===== src/rtl/recv_serial.sv =====
// recv_serial: 8N1 UART receiver, LSB first.
// Deserialises the host-to-FPGA serial line into bytes and uses the same
// WAIT_DIV bit-timing convention as send_serial.
//
// Parameters:
//   WAIT_DIV     clock cycles per bit (>= 4)
// Ports:
//   clk          system clock, rising edge
//   rst          asynchronous reset, active low
//   uart_txd_in  asynchronous serial input, idle high
//   data_out     last correctly received byte, held until the next good frame
//   valid        one-cycle strobe, data_out is new in the same cycle
//   frame_err    one-cycle strobe, stop bit was sampled low
//   busy         high while a frame is in progress (START, DATA, STOP)
module recv_serial #(
  parameter int unsigned WAIT_DIV = 868
) (
  input  logic       clk,
  input  logic       rst,
  input  logic       uart_txd_in,
  output logic [7:0] data_out,
  output logic       valid,
  output logic       frame_err,
  output logic       busy
);

  localparam int unsigned   CW      = (WAIT_DIV > 1) ? $clog2(WAIT_DIV) : 1;
  localparam logic [CW-1:0] FULL_M1 = CW'(WAIT_DIV - 1);
  localparam logic [CW-1:0] HALF_M1 = CW'(WAIT_DIV / 2 - 1);

  typedef enum logic [2:0] {
    S_BREAK,
    S_IDLE,
    S_START,
    S_DATA,
    S_STOP
  } state_t;

  state_t        r_state;
  logic          r_sync1;
  logic          r_sync2;
  logic          w_rx;
  logic [CW-1:0] r_cnt;
  logic [2:0]    r_bit;
  logic [7:0]    r_shift;
  logic [7:0]    r_data;
  logic          r_valid;
  logic          r_ferr;

  // Two-flop synchroniser; resets to the idle (high) line level.
  always_ff @(posedge clk or negedge rst) begin
    if (!rst) begin
      r_sync1 <= 1'b1;
      r_sync2 <= 1'b1;
    end else begin
      r_sync1 <= uart_txd_in;
      r_sync2 <= r_sync1;
    end
  end

  assign w_rx = r_sync2;

  always_ff @(posedge clk or negedge rst) begin
    if (!rst) begin
      r_state <= S_BREAK;
      r_cnt   <= '0;
      r_bit   <= '0;
      r_shift <= '0;
      r_data  <= '0;
      r_valid <= 1'b0;
      r_ferr  <= 1'b0;
    end else begin
      r_valid <= 1'b0;
      r_ferr  <= 1'b0;
      case (r_state)
        // Line must return high before a new start bit is accepted.
        S_BREAK: begin
          if (w_rx) r_state <= S_IDLE;
        end
        S_IDLE: begin
          if (!w_rx) begin
            r_state <= S_START;
            r_cnt   <= '0;
          end
        end
        // Re-check the start bit half a bit in; a high line means a glitch.
        S_START: begin
          if (r_cnt == HALF_M1) begin
            r_cnt   <= '0;
            r_bit   <= '0;
            r_state <= w_rx ? S_IDLE : S_DATA;
          end else begin
            r_cnt <= r_cnt + 1'b1;
          end
        end
        S_DATA: begin
          if (r_cnt == FULL_M1) begin
            r_cnt   <= '0;
            r_shift <= {w_rx, r_shift[7:1]};
            if (r_bit == 3'd7) r_state <= S_STOP;
            else               r_bit   <= r_bit + 1'b1;
          end else begin
            r_cnt <= r_cnt + 1'b1;
          end
        end
        // Stop bit is sampled mid-bit, so IDLE is re-entered half a bit
        // early and a directly following start bit is not missed.
        S_STOP: begin
          if (r_cnt == FULL_M1) begin
            r_cnt <= '0;
            if (w_rx) begin
              r_data  <= r_shift;
              r_valid <= 1'b1;
              r_state <= S_IDLE;
            end else begin
              r_ferr  <= 1'b1;
              r_state <= S_BREAK;
            end
          end else begin
            r_cnt <= r_cnt + 1'b1;
          end
        end
        default: r_state <= S_BREAK;
      endcase
    end
  end

  assign data_out  = r_data;
  assign valid     = r_valid;
  assign frame_err = r_ferr;
  assign busy      = (r_state == S_START) || (r_state == S_DATA) || (r_state == S_STOP);

endmodule


===== config.mk =====
export PLATFORM = sky130hd
export DESIGN_NAME = recv_serial
export DESIGN_NICKNAME = d
export VERILOG_FILES = /design/src/rtl/recv_serial.sv
export SDC_FILE = /design/constraint.sdc
export NUM_CORES = 1
export LEC_CHECK = 0
export BUFFER_PORTS_ARGS = -buffer_cell sky130_fd_sc_hd__buf_2
export CAP_MARGIN = 20
export CORE_MARGIN = 5
export CORE_UTILIZATION = 58
export DETAILED_ROUTE_END_ITERATION = 8
export PLACE_DENSITY = 0.78
export SYNTH_ARGS = -nofsm -noshare
export SYNTH_HDL_FRONTEND = slang
export SYNTH_SLANG_ARGS = --single-unit

===== constraint.sdc =====
create_clock -name clk -period 2.45 [get_ports clk]
set_input_delay 0 -clock clk [delete_from_list [all_inputs] [get_ports clk]]
set_output_delay 0 -clock clk [all_outputs]
set_load 0.01 [all_outputs]

==> summary.md <==
| Metric | Value |
|---|---|
| Crit Path Category | register to register |
| Post-Syn Nets | 155 |
| Largest net degree at the start of global routing | 37 |
| Tightest Pin Transition | ~0.75 ns |
| Setup ws final | around 0.33 ns |
| Max Cap Viol | 0 |
| H-tree depth | 2 |
| Register area share after synthesis | 0.512 |
| Synthesized cell area | 1760 um^2 |
| Main flop type after synthesis | dfrtp_1 |
| Yosys reg bits | 36 |
| DP Cell Count | 190 |
| Row cnt | 20 |
| Root buf cell | clkbuf_4 |
| Fmax | 472 MHz |
| Drt initial violations | 44 |
| RSZ-0062 raised after global routing | no |
| Util after Layout | 0.645 |
| Worst min path class | input pin to asynchronous set/reset pin |
| Clock Tree Buf Depth | 2 |
| Placer Congestion | a little under 0.9 |
| Setup total negative slack | 0 ns |
| Cell Area, Placed | 1840 um^2 |
| All-Layer GR Usage | 0.179 |
| FF-to-FF End | r_cnt[9] |
| Via count | 1196 |
| Grt total ovfl | 0 |
| Most frequent cells in the layout | 34 x dfrtp_1, 13 x buf_2, 11 x nand2_1 |
| Finished Layout Cells | 200 |
| Core ar. | approximately 3000 um^2 |
| Die Span Y | 65.1 um |
| DRC | 0 |
| First-pass GRT wire length | 5.80 mm |
| Endpoints failing setup | 0 |
| CTS Buf Count | 5 |
| Clock latency at the later pin of the worst-skew pair | 0.34 ns |
| Mux share of post-synthesis cell area | 0.119 |
| Mapped Cells | 148 |
| Worst-path cell with the longest stage delay | dfrtp_1 |
| Synth Area in Simple Gates | 0.175 |
| Min Tclk post-route | roughly 2.1 ns |
| CP required | 2.68 ns |
| Worst reg2reg path depth | 6 |
| Outcome | completed |
| Ys async rst share | 1.00 |
| Final net count | 173 |
| Ys Warns | 0 |
| Die Width | 65.1 um |
| Area share of the largest cell type after synthesis | 0.483 |
| Complex-gate fraction of the synthesized area | 0.128 |
| Final Max Tran Viols | 0 |
| Hold Vio Cnt, Final | 0 |
| Crit path cell chain | ha_1 -> nand4bb_1 -> o22ai_1 -> nand3_1 -> o211a_1 -> a221o_1 |
| Xor/xnor cell area share of the yosys netlist | 0.00994 |
| Final instance area | 1920 um^2 |
| Crit share post-route | 0.866 |
| PD cells | 721 nW/um^2 |
| CTS tree | done |
| Die Footprint | 4240 um^2 |
| Crit. End Element | register |
| Lkg Pwr | 0.953 nW |
| Most area-hungry cell type in the Yosys netlist | dfrtp_1 |
| Fill count | ~260 |
| Crit path max fanout | 11 |
| Crit Reg-Reg Startpoint | r_cnt[0] |
| Syn avg cell area | 11.9 um^2 |
| Worst-path clk slew | 0.11 ns |
| Pre-CTS setup slack | 0.369 ns |
| Worst vdd ir | 0.000438 V |
| IO Count | 14 |
| Rel. slew slack | 0.497 |
| Initial Utilization | 0.592 |
| CP max stage delay | about 0.42 ns |
| Adder-Cell Fraction of Synth Area | 0.0284 |
| Vias in the first global route | 1223 |
| Ant. Diodes | 0 |
| Unique masters post-synth | 43 |
| Combinational family with the most area after synthesis | simple AND/OR/NAND/NOR gates |
| Share of cells above drive strength 1 | 0.281 |
| Critical Path Start Type | register |
| Post-DP HPWL | between 2 and 2.5 mm |
| Routed wire per std cell | 15.7 um |
| Initial antenna violation count | 0 |
| Area growth syn-to-layout | 8.87% |
| Clock Skews | just over 0.006 ns |
| Clk sinks | 36 |
| Critical Path AT | approximately 2.4 ns |
| Post_cts resized | 0 |
| Port bufs | 13 |
| Area contributors post-synth | dfrtp_1 48%, mux2_4 6.8%, mux2_2 5.1% |
| DRT antenna net count | 0 |
| EDFF count, synth | 0 |
| Reg2Reg Setup Slack | 0.33 ns |
| TritonRoute pass-1 iters | 4 |
| Total Wirelength | 3.14 mm |
| Most common cell after layout, fill and taps aside | dfrtp_1 |
| Vias/cell | between 5 and 6 |
[registers in the layout (all words and copies together), names as in the netlist, 3 cells and up]
signal    count
r_cnt        10
data_out      8
r_bit         3
r_shift       8
r_state       3
[layer usage]
metal  GRT usage  share of wire
met1       0.231           0.47
met2       0.289           0.47
met3      0.0530          0.043
met4      0.0622          0.017
met5           0              0
[worst max path at each step]
stage | startpoint | endpoint | slack (ns)
3_3_place_gp | r_cnt[5] | r_shift[7] | 0.50
6_report | r_cnt[0] | r_cnt[9] | 0.33
3_5_place_dp | r_cnt[0] | r_cnt[9] | 0.37
5_1_grt | r_cnt[0] | r_cnt[9] | 0.21
4_1_cts | r_cnt[0] | r_cnt[9] | 0.37
2_1_floorplan | r_cnt[2] | r_shift[0] | 0.59
[metrics by stage]
| stage | power (W) | hold slack [ns] |
|---|---|---|
| after floorplan | 0.000979 | -0.296 |
| final | 0.00138 | 0.252 |
| after global placement | 0.00104 | 0.106 |
| after global routing | 0.00148 | 0.296 |
| after CTS | 0.00139 | 0.276 |
| after detailed placement | 0.00105 | 0.107 |
[report_power, final]
part / leakage [nW] / total [W] / switching (W) / internal [W]
logic: 0.444 / 0.000286 / 0.000146 / 0.000140
registers: 0.477 / 0.000762 / 0.000100 / 0.000661
clock network: 0.0315 / 0.000335 / 0.000195 / 0.000140
total: 0.953 / 0.00138 / 0.000441 / 0.000942
[critical path, delay by kind of cell, from the launching register on]
family	cells	cell delay [ns]
and+or+nand+nor	2	0.59
AOI/OAI and AO/OA	3	0.76
adders and majority gates	1	0.22
DFF	1	0.42
[area by class of cell]
class / count / area (um^2) / share of cell area
flip-flops and latches: 36 / 903 / 0.471
multi-input cells: 104 / 812 / 0.423
repair buffers: 15 / 85.1 / 0.0443
clock buffers: 7 / 55.1 / 0.0287
well taps: 33 / 41.3 / 0.0215
inverters: 4 / 15.0 / 0.00782
clock inverters: 1 / 7.51 / 0.00391
[Yosys cell counts (all sizes together), types with 2 or more instances]
library cell,count
ha,4
a31oi,6
xnor2,2
buf,2
o21ai,11
nand3,6
and2,3
dfstp,2
or3,3
a22o,2
inv,4
or2,3
clkbuf,2
nand2,11
a21oi,4
nor2b,5
nor3,2
nor2,2
mux2,16
and3,6
nand4bb,2
o22ai,2
dfrtp,34
nor3b,2
[cells by family after synthesis]
family,after synthesis
and+or+nand+nor,48
DFF,36
AOI/OAI and AO/OA,34
muxes,16
buffers and inverters,8
adders and majority gates,4
xor gates and xnor gates,2
[timing repair]
item	4_1_cts	5_1_grt
setup endpoints to repair	0	0
hold buffers	2	0
setup buffers	0	0
hold endpoints to repair	35	0
Power figures use the tool's default switching activity.
